[config.mk]
export PLATFORM = sky130hd
export DESIGN_NAME = ryu_controller
export DESIGN_NICKNAME = d
export VERILOG_FILES = /design/src/rtl/ryu_pkg.sv /design/src/rtl/ryu_frame_tick.sv /design/src/rtl/ryu_controller.sv
export SDC_FILE = /design/constraint.sdc
export NUM_CORES = 1
export LEC_CHECK = 0
export BUFFER_PORTS_ARGS = -buffer_cell sky130_fd_sc_hd__buf_2
export CORE_ASPECT_RATIO = 1.5
export CORE_MARGIN = 8
export CORE_UTILIZATION = 45
export DETAILED_ROUTE_END_ITERATION = 10
export GPL_ROUTABILITY_DRIVEN = 0
export PLACE_DENSITY = 0.63
export SLEW_MARGIN = 20
export SYNTH_ARGS = -nofsm -noshare
export SYNTH_HDL_FRONTEND = slang
export SYNTH_SLANG_ARGS = --single-unit
[constraint.sdc]
create_clock -name vga_clk -period 7.43 [get_ports vga_clk]
set_clock_uncertainty 0.05 [all_clocks]
set_input_delay 1.486 -clock vga_clk [delete_from_list [all_inputs] [get_ports vga_clk]]
set_output_delay 1.486 -clock vga_clk [all_outputs]
set_load 0.1 [all_outputs]
[src/rtl/ryu_pkg.sv]
// Shared types and constants for the Ryu motion/animation controller.
// Sprite codes match the renderer's 3-bit select; keycodes are USB HID usages.
package ryu_pkg;

    typedef enum logic [1:0] {
        STAND = 2'd0,
        PUNCH = 2'd1,
        JUMP  = 2'd2
    } ryu_state_t;

    localparam logic [2:0] SPR_STAND = 3'd0;
    localparam logic [2:0] SPR_PUNCH = 3'd1;
    localparam logic [2:0] SPR_JUMP  = 3'd2;

    localparam logic [7:0] KEY_A = 8'h04;
    localparam logic [7:0] KEY_D = 8'h07;
    localparam logic [7:0] KEY_W = 8'h1A;
    localparam logic [7:0] KEY_J = 8'h0D;

    // Saturate an 11-bit signed coordinate into the unsigned window [lo, hi].
    function automatic logic [9:0] clamp_u10(
        input logic signed [10:0] v,
        input logic        [9:0]  lo,
        input logic        [9:0]  hi
    );
        logic signed [10:0] lo_s;
        logic signed [10:0] hi_s;
        lo_s = $signed({1'b0, lo});
        hi_s = $signed({1'b0, hi});
        if (v < lo_s)
            return lo;
        else if (v > hi_s)
            return hi;
        else
            return v[9:0];
    endfunction

endpackage

[src/rtl/ryu_frame_tick.sv]
// Falling-edge detector on active-low vsync; emits one registered pulse per frame.
module frame_tick (
    input  logic vga_clk,
    input  logic reset_n,
    input  logic vs,
    output logic tick
);

    logic r_vs_prev;
    logic r_tick;

    // r_vs_prev resets high so a vs held low through reset is not seen as an edge.
    always_ff @(posedge vga_clk or negedge reset_n) begin
        if (!reset_n) begin
            r_vs_prev <= 1'b1;
            r_tick    <= 1'b0;
        end else begin
            r_vs_prev <= vs;
            r_tick    <= r_vs_prev & ~vs;
        end
    end

    assign tick = r_tick;

endmodule

[src/rtl/ryu_controller.sv]
// Per-frame stand/punch/jump controller driving the sprite renderer's position and select.
// All state advances only on the frame tick, so outputs never change mid-frame.
module ryu_controller
    import ryu_pkg::*;
#(
    parameter logic [9:0] X_START      = 10'd100,
    parameter logic [9:0] X_MIN        = 10'd0,
    parameter logic [9:0] X_MAX        = 10'd560,
    parameter logic [9:0] GROUND_Y     = 10'd300,
    parameter int         STEP         = 4,
    parameter int         PUNCH_FRAMES = 12,
    parameter int         JUMP_VEL     = 15,
    parameter int         GRAVITY      = 1
) (
    input  logic       vga_clk,
    input  logic       reset_n,
    input  logic       vs,
    input  logic [7:0] keycode,
    output logic [9:0] RyuX,
    output logic [9:0] RyuY,
    output logic [2:0] sprite
);

    localparam logic signed [10:0] STEP_S   = 11'(STEP);
    localparam logic signed [5:0]  JUMP_VY  = 6'(-JUMP_VEL);
    localparam logic signed [5:0]  GRAV_S   = 6'(GRAVITY);
    localparam logic        [7:0]  CNT_LOAD = 8'(PUNCH_FRAMES - 1);
    localparam logic signed [10:0] GROUND_S = $signed({1'b0, GROUND_Y});

    logic w_tick;

    ryu_state_t         r_state;
    logic        [9:0]  r_x;
    logic        [9:0]  r_y;
    logic        [2:0]  r_sprite;
    logic        [7:0]  r_cnt;
    logic signed [5:0]  r_vy;
    logic        [7:0]  r_prev_key;

    logic               w_press_new;
    logic               w_punch_go;
    logic               w_jump_go;
    logic signed [10:0] w_x_sum;
    logic        [9:0]  w_x_walk;
    logic signed [10:0] w_y_sum;
    logic               w_land;
    logic        [9:0]  w_y_air;

    frame_tick u_frame_tick (
        .vga_clk (vga_clk),
        .reset_n (reset_n),
        .vs      (vs),
        .tick    (w_tick)
    );

    // Punch and jump are edge-triggered against the keycode seen on the previous tick.
    assign w_press_new = (keycode != r_prev_key);
    assign w_punch_go  = (keycode == KEY_J) && w_press_new;
    assign w_jump_go   = (keycode == KEY_W) && w_press_new;

    always_comb begin
        w_x_sum = $signed({1'b0, r_x});
        if (keycode == KEY_A)
            w_x_sum = w_x_sum - STEP_S;
        else if (keycode == KEY_D)
            w_x_sum = w_x_sum + STEP_S;
    end

    assign w_x_walk = clamp_u10(w_x_sum, X_MIN, X_MAX);

    // Landing is judged on the un-clamped sum; the top-of-screen clamp only limits Y, not vy.
    assign w_y_sum = $signed({1'b0, r_y}) + $signed({{5{r_vy[5]}}, r_vy});
    assign w_land  = (w_y_sum >= GROUND_S);
    assign w_y_air = w_y_sum[10] ? 10'd0 : w_y_sum[9:0];

    always_ff @(posedge vga_clk or negedge reset_n) begin
        if (!reset_n) begin
            r_state    <= STAND;
            r_x        <= X_START;
            r_y        <= GROUND_Y;
            r_sprite   <= SPR_STAND;
            r_cnt      <= 8'd0;
            r_vy       <= 6'sd0;
            r_prev_key <= 8'h00;
        end else if (w_tick) begin
            r_prev_key <= keycode;
            case (r_state)
                STAND: begin
                    if (w_punch_go) begin
                        r_state  <= PUNCH;
                        r_sprite <= SPR_PUNCH;
                        r_cnt    <= CNT_LOAD;
                    end else if (w_jump_go) begin
                        r_state  <= JUMP;
                        r_sprite <= SPR_JUMP;
                        r_vy     <= JUMP_VY;
                    end else begin
                        r_x <= w_x_walk;
                    end
                end
                PUNCH: begin
                    if (r_cnt == 8'd0) begin
                        r_state  <= STAND;
                        r_sprite <= SPR_STAND;
                    end else begin
                        r_cnt <= r_cnt - 8'd1;
                    end
                end
                JUMP: begin
                    r_x <= w_x_walk;
                    if (w_land) begin
                        r_y      <= GROUND_Y;
                        r_vy     <= 6'sd0;
                        r_state  <= STAND;
                        r_sprite <= SPR_STAND;
                    end else begin
                        r_y  <= w_y_air;
                        r_vy <= r_vy + GRAV_S;
                    end
                end
                default: begin
                    r_state  <= STAND;
                    r_sprite <= SPR_STAND;
                end
            endcase
        end
    end

    assign RyuX   = r_x;
    assign RyuY   = r_y;
    assign sprite = r_sprite;

endmodule
==> summary.txt, run 1 <==
Routing
  – Vias: 2742
  – DRT Pass-1 Iters: 4
  – Vias per cell: 5.90
  – Avg WL per Cell: 15.7 µm
  – Post-route ant nets: 0
  – Residual DRC: 0
  – Iter 0 DRT Violations: 113
  – Routed WL: 7.30 mm

Finish
  – Diodes inserted: 0
  – Most frequent cells in the layout: 36 x dfrtp_1, 34 x nor2_1, 30 x nand2_1, 29 x buf_2, 21 x o21ai_0
  – Share of cells above drive strength 1: 18.9%
  – Net count, final: 413
  – Multi-input gate area in the final layout: 1920 µm²
  – Most common cell after layout, fill and taps aside: dfrtp_1
  – Seq. cell area: 1110 µm²
  – Area Growth Syn to Fin: 7.90%
  – Fillers: 675

Critical path
  – WP data required: 7.57 ns
  – FF-to-FF setup slack: 4.28 ns
  – Crit Reg-Reg Endpoint: r_vy[4]
  – CP Launch Type: input port
  – Crit path kind: in -> reg
  – Element type at the critical path end: flip-flop
  – Worst EP arrival: 3.71 ns
  – Reg2reg start: r_vy[0]
  – Worst-path fanout max: 9
  – Worst reg2reg path depth: 11

Global routing
  – Largest net degree at the start of global routing: 45
  – Number of global-route vias before repair: 2764
  – First-pass GRT wire length: 12.7 mm
  – GRT Overall Usage: 15.2%
  – Initial antenna violation count: 0
  – Remaining Overflow, GRT: 0

CTS
  – Clock Sinks: 44
  – CTS tree: done
  – Hold_buf cts: 0
  – Worst-Skew Late Latency: 0.30 ns
  – Reg clk slew, reported paths: 0.08 ns
  – Clock Path Buffers: 2
  – H-tree Lvls: 2
  – Post-CTS sizing: 0
  – Post-CTS Setup Inserts: 0
  – Total CTS buffers: 5
  – Clock Root Buffer: clkbuf_8

Synth
  – Synthesized instance count: 360
  – Synth top area cells: dfrtp_1 28%, dfstp_2 6.6%, ha_1 5.9%
  – Area leader, netlist: dfrtp_1
  – Unique masters post-synth: 64
  – Synthesized area per cell: 8.85 µm²
  – Synth Register Bits: 44
  – Share of the synthesized area in the top cell type: 28.3%
  – Asr flop ratio synth: 100%
  – Synthesis Warnings: 0
  – Cell Area, Synth: 3180 µm²
  – Post-synth top flop: dfrtp_1
  – Sequential element share of the synthesized area: 34.9%
  – EDFF count, synth: 0

Outcome
  – Status: complete, no violations

STA
  – Final count of negative-setup-slack endpoints: 0
  – Worst slew pin tran: 0.655 ns
  – Setup TNS: 0 ns
  – Max-slew violations: 0
  – Worst rel slew slack: 56.2%
  – Period utilisation layout: 48.1%
  – RSZ-0062 raised after global routing: no
  – Min Tclk post-route: 3.57 ns
  – Fmax: 280 MHz
  – Final hold vios: 0

Hold path
  – Hold depth: 2
  – Worst hold path class: reg -> reg
  – Hold Path Origin: RyuY[8]
  – Worst hold endpoint: RyuY[8]

Pwr
  – Pwr/cell area: 363 nW/µm²
  – VDD IR max: 0.170 mV
  – Final Power: 0.00125 W
  – Leakage dissipation: 1.53 nW

Floorplanning
  – DIE WIDTH: 84.7 µm
  – Core area: 6850 µm²
  – Die ar.: 10100 µm²
  – Std-Cell Rows: 37
  – I/O Pins: 34
  – Starting Density: 46.5%
  – Die Y: 119 µm

Place
  – PortBufs: 30
  – Hpwl dp: 5.66 mm

Job
  – Max-Cap Viols: 0
==> final cells by class <==
cell class	count	area share [%]
Tap cell	78	2.84
Sequential cell	44	32.3
Clock inverter	3	0.546
Multi-Input combinational cell	286	55.8
Timing Repair Buffer	30	4.44
Clock buffer	5	2.00
Inverter	19	2.08
==> worst max-delay path, stage by stage <==
cell	delay, ns
buf_2	0.12
or3_4	0.43
nor4_1	0.53
o21ai_2	0.15
xnor2_1	0.16
a31oi_1	0.11
o21ai_2	0.34
o21ai_0	0.16
a22o_1	0.21
==> worst max-delay path by stage <==
| stage | startpoint | endpoint | slack (ns) | cells past startpoint |
|---|---|---|---|---|
| 5_1_grt | keycode[0] | RyuX[4] | 3.66 | 9 |
| 6_report | keycode[5] | RyuX[4] | 3.86 | 9 |
| 3_5_place_dp | keycode[0] | RyuX[4] | 3.58 | 9 |
| 3_3_place_gp | keycode[5] | RyuX[4] | 3.63 | 9 |
| 4_1_cts | keycode[5] | RyuX[4] | 3.92 | 9 |
| 2_1_floorplan | keycode[5] | RyuX[4] | 3.88 | 8 |
==> per-layer routing <==
layer	vias to the layer above	share of wire (%)	GRT usage, %
met5	-	0	0
met4	0	1.9	5.60
met3	10	2.6	2.62
met2	49	55	28.9
met1	1332	41	16.1
li1	1351	-	-
==> power breakdown <==
part	internal, W	leakage [nW]	switching [W]
sequential	0.000293	0.540	0.0000488
clock	0.0000656	0.0479	0.0000838
combinational	0.000244	0.939	0.000512
total	0.000603	1.53	0.000645
==> through the flow <==
stage                     hold WS [ns]  instance area, µm²  utilization [%]  worst slack (ns)  std cells
after floorplan                  0.430                3190                -              3.88        362
after global placement           0.412                3350             48.8              3.63        457
after detailed placement         0.410                3350             48.8              3.58        457
after CTS                        0.422                3430             50.1              3.92        465
after global routing             0.438                3440             50.1              3.66        465
final                            0.416                3440             50.1              3.86        465
==> logic make-up (layout without fill, tap and decap cells) <==
family,count (synthesis),in the layout,synth area share (%)
simple gates,145,145,24.8
compound gates,89,89,18.7
flops,44,44,34.9
buf+inv,32,57,5.19
xor+xnor,24,24,6.60
fa+ha+maj,16,16,6.52
mux,9,9,3.18
other cells,1,3,0.118
==> synthesized netlist by cell type (all sizes together), types with 5 or more instances <==
cell,count
nand4,12
o21ai,25
mux2,9
a31oi,5
xnor2,13
nor2,35
dfrtp,36
ha,15
dfstp,8
a21o,8
nor3,9
a221oi,5
o31ai,5
and3,7
inv,19
a21oi,19
nand3,13
nand2,30
and2,6
xor2,11
nand2b,5
clkbuf,8
==> state kept, by name, indices dropped and copies added (netlist names) <==
register and flops:
RyuX 8, u_frame_tick.tick 1, u_frame_tick.r_vs_prev 1, r_vy 6, RyuY 10, r_cnt 8
sprite 2, r_prev_key 8
No activity file was read; power rests on OpenSTA's default activity.
==> inputs of run 2 (changes only) <==
==> constraint.sdc (replaced) <==
create_clock -name vga_clk -period 3.4 [get_ports vga_clk]
set_clock_uncertainty 0.05 [all_clocks]
set_input_delay 0.68 -clock vga_clk [delete_from_list [all_inputs] [get_ports vga_clk]]
set_output_delay 0.68 -clock vga_clk [all_outputs]
set_load 0.1 [all_outputs]
==> summary.txt, run 2 (same netlist as run 1, synthesis figures left out) <==
STA
  – Max-slew violations: 0 (unchanged)
  – Period utilisation layout: 85.8%
  – RSZ-0062 raised after global routing: no (unchanged)
  – Worst rel slew slack: 58.8% (was 56.2%)
  – Worst slew pin tran: 0.612 ns (was 0.655 ns)
  – Fmax: 343 MHz
  – Final count of negative-setup-slack endpoints: 0 (unchanged)
  – Setup TNS: 0 ns (unchanged)
  – Final hold vios: 0 (unchanged)
  – Min Tclk post-route: 2.92 ns

CTS
  – CTS tree: done (unchanged)
  – Clock Path Buffers: 2 (unchanged)
  – Clock Root Buffer: clkbuf_8 (unchanged)
  – H-tree Lvls: 2 (unchanged)
  – Post-CTS sizing: 0 (unchanged)
  – Clock Sinks: 44 (unchanged)
  – Worst-Skew Late Latency: 0.30 ns (about the same)
  – Reg clk slew, reported paths: 0.09 ns (was 0.08 ns)
  – Post-CTS Setup Inserts: 0 (unchanged)
  – Hold_buf cts: 0 (unchanged)
  – Total CTS buffers: 5 (unchanged)

Critical path
  – Worst EP arrival: 3.05 ns (was 3.71 ns)
  – Crit path kind: reg -> reg (was in -> reg)
  – Element type at the critical path end: flip-flop (unchanged)
  – FF-to-FF setup slack: 0.48 ns (was 4.28 ns)
  – Worst reg2reg path depth: 12 (was 11)
  – Worst-path fanout max: 9 (unchanged)
  – Crit path capture: r_vy[2] (was RyuX[4])
  – Reg2reg start: r_vy[0] (unchanged)
  – WP data required: 3.53 ns (was 7.57 ns)
  – Crit Reg-Reg Endpoint: r_vy[2] (was r_vy[4])
  – CP Launch Type: flip-flop (was input port)
  – Critical Path Start: r_vy[0] (was keycode[5])

Pwr
  – Sw Pwr: 0.00140 W (was 0.000645 W)
  – VDD IR max: 0.364 mV (was 0.170 mV)
  – Comb pwr share: 58.8% (was 60.6%)
  – P_int: 0.00143 W (was 0.000603 W)
  – Leakage dissipation: 1.57 nW (was 1.53 nW)
  – Sequential share of power: 26.3% (was 27.4%)
  – Sw frac: 49.4% (was 51.7%)
  – Clk network pwr share: 14.9% (was 12.0%)
  – Pwr/cell area: 807 nW/µm² (was 363 nW/µm²)
  – Final Power: 0.00284 W (was 0.00125 W)

Routing
  – DRT Pass-1 Iters: 4 (unchanged)
  – Iter 0 DRT Violations: 142 (was 113)
  – Residual DRC: 0 (unchanged)
  – Vias: 2785 (was 2742)
  – Avg WL per Cell: 15.8 µm (was 15.7 µm)
  – Post-route ant nets: 0 (unchanged)
  – Routed WL: 7.43 mm (was 7.30 mm)
  – Vias per cell: 5.91 (was 5.90)

Finish
  – Share of cells above drive strength 1: 20.1% (was 18.9%)
  – Area Growth Syn to Fin: 10.4% (was 7.90%)
  – Final core utilization: 51.3% (was 50.1%)
  – Net count, final: 419 (was 413)
  – Most common cell after layout, fill and taps aside: dfrtp_1 (unchanged)
  – Diodes inserted: 0 (unchanged)
  – Most frequent cells in the layout: 36 x dfrtp_1, 34 x nor2_1, 30 x nand2_1, 29 x buf_2, 21 x o21ai_0 (unchanged)
  – Non-Filler Instances: 471 (was 465)
  – Max reg flops: 10 (unchanged)
  – Final Instance Area: 3510 µm² (was 3440 µm²)

Global routing
  – Remaining Overflow, GRT: 0 (unchanged)
  – Number of global-route vias before repair: 2861 (was 2764)
  – Largest net degree at the start of global routing: 45 (unchanged)
  – First-pass GRT wire length: 13.1 mm (was 12.7 mm)
  – Initial antenna violation count: 0 (unchanged)
  – GRT Overall Usage: 15.5% (was 15.2%)

Outcome
  – Status: complete, no violations (unchanged)

Floorplanning
  – Die Y: 119 µm (unchanged)
  – I/O Pins: 34 (unchanged)
  – Starting Density: 46.5% (unchanged)
  – Core area: 6850 µm² (unchanged)
  – Die ar.: 10100 µm² (unchanged)
  – Std-Cell Rows: 37 (unchanged)
  – DIE WIDTH: 84.7 µm (unchanged)

Place
  – Hpwl dp: 5.77 mm (was 5.66 mm)
  – Post-placement cell area: 3390 µm² (was 3350 µm²)
  – Cell Count Post-Placement: 463 (was 457)
  – PortBufs: 30 (unchanged)

Hold path
  – Worst hold path class: in -> async (was reg -> reg)

Job
  – Max-Cap Viols: 0 (unchanged)
## run 2: worst max-delay path, stage by stage, from the launching register on
cell and delay [ns]:
dfrtp_1 0.43, ha_1 0.24, inv_1 0.07, fa_1 0.20, nand2b_1 0.14, nand2b_1 0.09
a221oi_1 0.46, o221ai_1 0.18, a21oi_1 0.19, xor2_1 0.09, buf_4 0.18, a21o_1 0.21
o311ai_0 0.28
## run 2: final cells by class
cell class | instances | area, µm²
well taps | 78 | 97.6
clock buffers | 6 | 82.6
inverters | 19 | 71.3
repair buffers | 36 | 198
flip-flops and latches | 44 | 1110
clock inverters | 2 | 38.8
multi-input cells | 286 | 1920
fillers | 670 | 3340
## run 2: how the worst min path moves through the flow
stage          startpoint  endpoint  slack, ns  cells after the start
6_report          reset_n   RyuX[7]       0.32                      1
3_3_place_gp      RyuY[8]   RyuY[8]       0.41                      2
5_1_grt           reset_n   RyuX[7]       0.37                      1
3_5_place_dp      RyuY[8]   RyuY[8]       0.41                      2
4_1_cts           RyuY[8]   RyuY[8]       0.43                      2
2_1_floorplan     reset_n   RyuX[3]       0.33                      0
## run 2: layer usage
layer / global-route usage [%] / vias up / part of all wire [%]
met2: 29.1 / 63 / 54
met1: 16.4 / 1331 / 40
met4: 6.72 / 0 / 2.8
met5: 0 / - / 0
li1: - / 1372 / -
met3: 2.68 / 19 / 3.3
## run 2: power by group through the flow
stage	sequential, W	combinational [W]	clock (W)
after floorplan	0.00110	0.000976	0
after global routing	0.000767	0.00185	0.000450
final	0.000746	0.00167	0.000422
after detailed placement	0.000756	0.00167	0
after global placement	0.000755	0.00166	0
after CTS	0.000746	0.00169	0.000434
## run 2: per-stage QoR
step	hold WS, ns	setup WS, ns
floorplan	0.334	0.247
global placement	0.413	0.427
detailed placement	0.415	0.396
CTS	0.427	0.418
global route	0.373	0.215
finish	0.318	0.484
==> inputs of run 3 (changes only) <==
--- a/config.mk
+++ b/config.mk
@@ -5,7 +5,7 @@
 export SDC_FILE = /design/constraint.sdc
 export NUM_CORES = 1
 export LEC_CHECK = 0
-export BUFFER_PORTS_ARGS = -buffer_cell sky130_fd_sc_hd__buf_2
+export BUFFER_PORTS_ARGS = -buffer_cell sky130_fd_sc_hd__clkbuf_2
 export CORE_ASPECT_RATIO = 1.5
 export CORE_MARGIN = 8
 export CORE_UTILIZATION = 45
==> summary.txt, run 3 (same netlist as run 1, synthesis figures left out) <==
Outcome
  – Status: complete, no violations (unchanged)

CTS
  – Clock Sinks: 44 (unchanged)
  – Reg clk slew, reported paths: 0.09 ns (about the same)
  – Worst-Skew Late Latency: 0.31 ns (was 0.30 ns)
  – H-tree Lvls: 2 (unchanged)
  – Clock Root Buffer: clkbuf_8 (unchanged)
  – Total CTS buffers: 5 (unchanged)
  – Hold_buf cts: 0 (unchanged)
  – CTS tree: done (unchanged)
  – Post-CTS Setup Inserts: 0 (unchanged)
  – Clock Path Buffers: 2 (unchanged)
  – Post-CTS sizing: 0 (unchanged)

STA
  – Worst slew pin tran: 0.616 ns (was 0.612 ns)
  – Worst rel slew slack: 58.6% (was 58.8%)
  – Period utilisation layout: 88.9% (was 85.8%)
  – Final count of negative-setup-slack endpoints: 0 (unchanged)
  – Setup TNS: 0 ns (unchanged)
  – Min Tclk post-route: 3.02 ns (was 2.92 ns)
  – Final Worst Setup Slack: 0.377 ns (was 0.484 ns)
  – RSZ-0062 raised after global routing: no (unchanged)
  – Final hold vios: 0 (unchanged)
  – Fmax: 331 MHz (was 343 MHz)
  – Max-slew violations: 0 (unchanged)

Pwr
  – Leakage dissipation: 1.55 nW (was 1.57 nW)
  – VDD IR max: 0.457 mV (was 0.364 mV)
  – Pwr/cell area: 811 nW/µm² (was 807 nW/µm²)

Routing
  – Avg WL per Cell: 15.7 µm (was 15.8 µm)
  – Vias: 2743 (was 2785)
  – Routed WL: 7.37 mm (was 7.43 mm)
  – Iter 0 DRT Violations: 115 (was 142)
  – DRT Pass-1 Iters: 4 (unchanged)
  – Vias per cell: 5.84 (was 5.91)
  – Residual DRC: 0 (unchanged)
  – Post-route ant nets: 0 (unchanged)

Global routing
  – Largest net degree at the start of global routing: 30 (was 45)
  – Number of global-route vias before repair: 2679 (was 2861)
  – Remaining Overflow, GRT: 0 (unchanged)
  – First-pass GRT wire length: 12.5 mm (was 13.1 mm)
  – Initial antenna violation count: 0 (unchanged)
  – GRT Overall Usage: 15.1% (was 15.5%)

Finish
  – Diodes inserted: 0 (unchanged)
  – Fillers: 691 (was 670)
  – Area Growth Syn to Fin: 9.86% (was 10.4%)
  – Most frequent cells in the layout: 36 x dfrtp_1, 34 x nor2_1, 30 x nand2_1, 30 x clkbuf_2, 21 x o21ai_0 (was 36 x dfrtp_1, 34 x nor2_1, 30 x nand2_1, 29 x buf_2, 21 x o21ai_0)
  – Non-Filler Instances: 470 (was 471)
  – Max reg flops: 10 (unchanged)
  – Share of cells above drive strength 1: 19.9% (was 20.1%)
  – Net count, final: 418 (was 419)
  – Most common cell after layout, fill and taps aside: dfrtp_1 (unchanged)

Floorplanning
  – DIE WIDTH: 84.7 µm (unchanged)
  – Core area: 6850 µm² (unchanged)
  – I/O Pins: 34 (unchanged)
  – Std-Cell Rows: 37 (unchanged)
  – Die ar.: 10100 µm² (unchanged)
  – Die Y: 119 µm (unchanged)
  – Starting Density: 46.5% (unchanged)

Critical path
  – WP data required: 3.55 ns (was 3.53 ns)
  – Crit-path slowest cell: dfstp_2 (was a221oi_1)
  – CP Launch Type: flip-flop (unchanged)
  – Largest stage delay on the critical path: 0.55 ns (was 0.46 ns)
  – Element type at the critical path end: flip-flop (unchanged)
  – Cell family with most CP delay: compound AO/OA/AOI/OAI gates (unchanged)
  – Worst Path Buf+Inv: 0 (was 2)
  – Worst EP arrival: 3.17 ns (was 3.05 ns)
  – Crit path kind: reg -> reg (unchanged)
  – Critical path cell sequence: ha_1, a21o_1, a221oi_1, o21ai_0, xnor2_1, o21ai_0, and2_1, a21o_1, o311ai_0 (was ha_1, inv_1, fa_1, nand2b_1, nand2b_1, a221oi_1, o221ai_1, a21oi_1, xor2_1, buf_4, a21o_1, o311ai_0)
  – Worst-path fanout max: 5 (was 9)

Place
  – Hpwl dp: 5.75 mm (was 5.77 mm)
  – Cell Count Post-Placement: 462 (was 463)
  – Pre-CTS setup slack: 0.360 ns (was 0.396 ns)
  – PortBufs: 30 (unchanged)

Job
  – Max-Cap Viols: 0 (unchanged)

Hold path
  – Worst hold path class: in -> async (unchanged)
==> run 3: stage by stage <==
stage / util (%) / area, µm² / hold slack [ns] / total power [W]
final: 51.1 / 3500 / 0.253 / 0.00284
after CTS: 51.1 / 3500 / 0.256 / 0.00286
after detailed placement: 49.4 / 3380 / 0.417 / 0.00243
after global placement: 49.4 / 3380 / 0.413 / 0.00242
after floorplan: - / 3190 / 0.334 / 0.00208
after global routing: 51.1 / 3500 / 0.271 / 0.00307
==> run 3: cell type report <==
cell class / count / area [µm²] / share of cell area, %
clock inverters: 3 / 46.3 / 1.32
repair buffers: 35 / 188 / 5.36
well taps: 78 / 97.6 / 2.79
clock buffers: 5 / 68.8 / 1.97
multi-input cells: 286 / 1920 / 54.8
inverters: 19 / 71.3 / 2.04
flip-flops and latches: 44 / 1110 / 31.8
==> run 3: worst register-to-register path, cell delays in order, from the launching register on <==
cell	delay, ns
dfstp_2	0.55
ha_1	0.28
a21o_1	0.21
a221oi_1	0.46
o21ai_0	0.20
xnor2_1	0.21
o21ai_0	0.19
and2_1	0.26
a21o_1	0.20
o311ai_0	0.29
==> run 3: report_power, final <==
group	leakage [nW]	switching (W)	internal (W)
registers	0.540	0.000109	0.000640
clock network	0.0548	0.000193	0.000221
logic	0.956	0.00112	0.000552
==> run 3: per-layer routing <==
metal  routed length, µm  global-route usage [%]  part of all wire [%]
met2                4120                    29.3                    56
met5                   0                       0                     0
met1                2920                    15.5                    40
met4                  92                    5.26                   1.2
met3                 233                    2.62                   3.2
==> run 3: final timing paths <==
check | from | endpoint | slack [ns] | cells past startpoint
worst max-delay path | RyuY[3] | r_vy[2] | 0.38 | 9
worst min-delay path | reset_n | RyuY[4] | 0.25 | 1
worst max register to register | RyuY[3] | r_vy[2] | 0.38 | 9
worst min register to register | RyuY[8] | RyuY[8] | 0.42 | 2
max in group asynchronous | reset_n | u_frame_tick.r_vs_prev | 2.26 | 2
min in group vga_clk | vs | u_frame_tick.r_vs_prev | 0.42 | 1
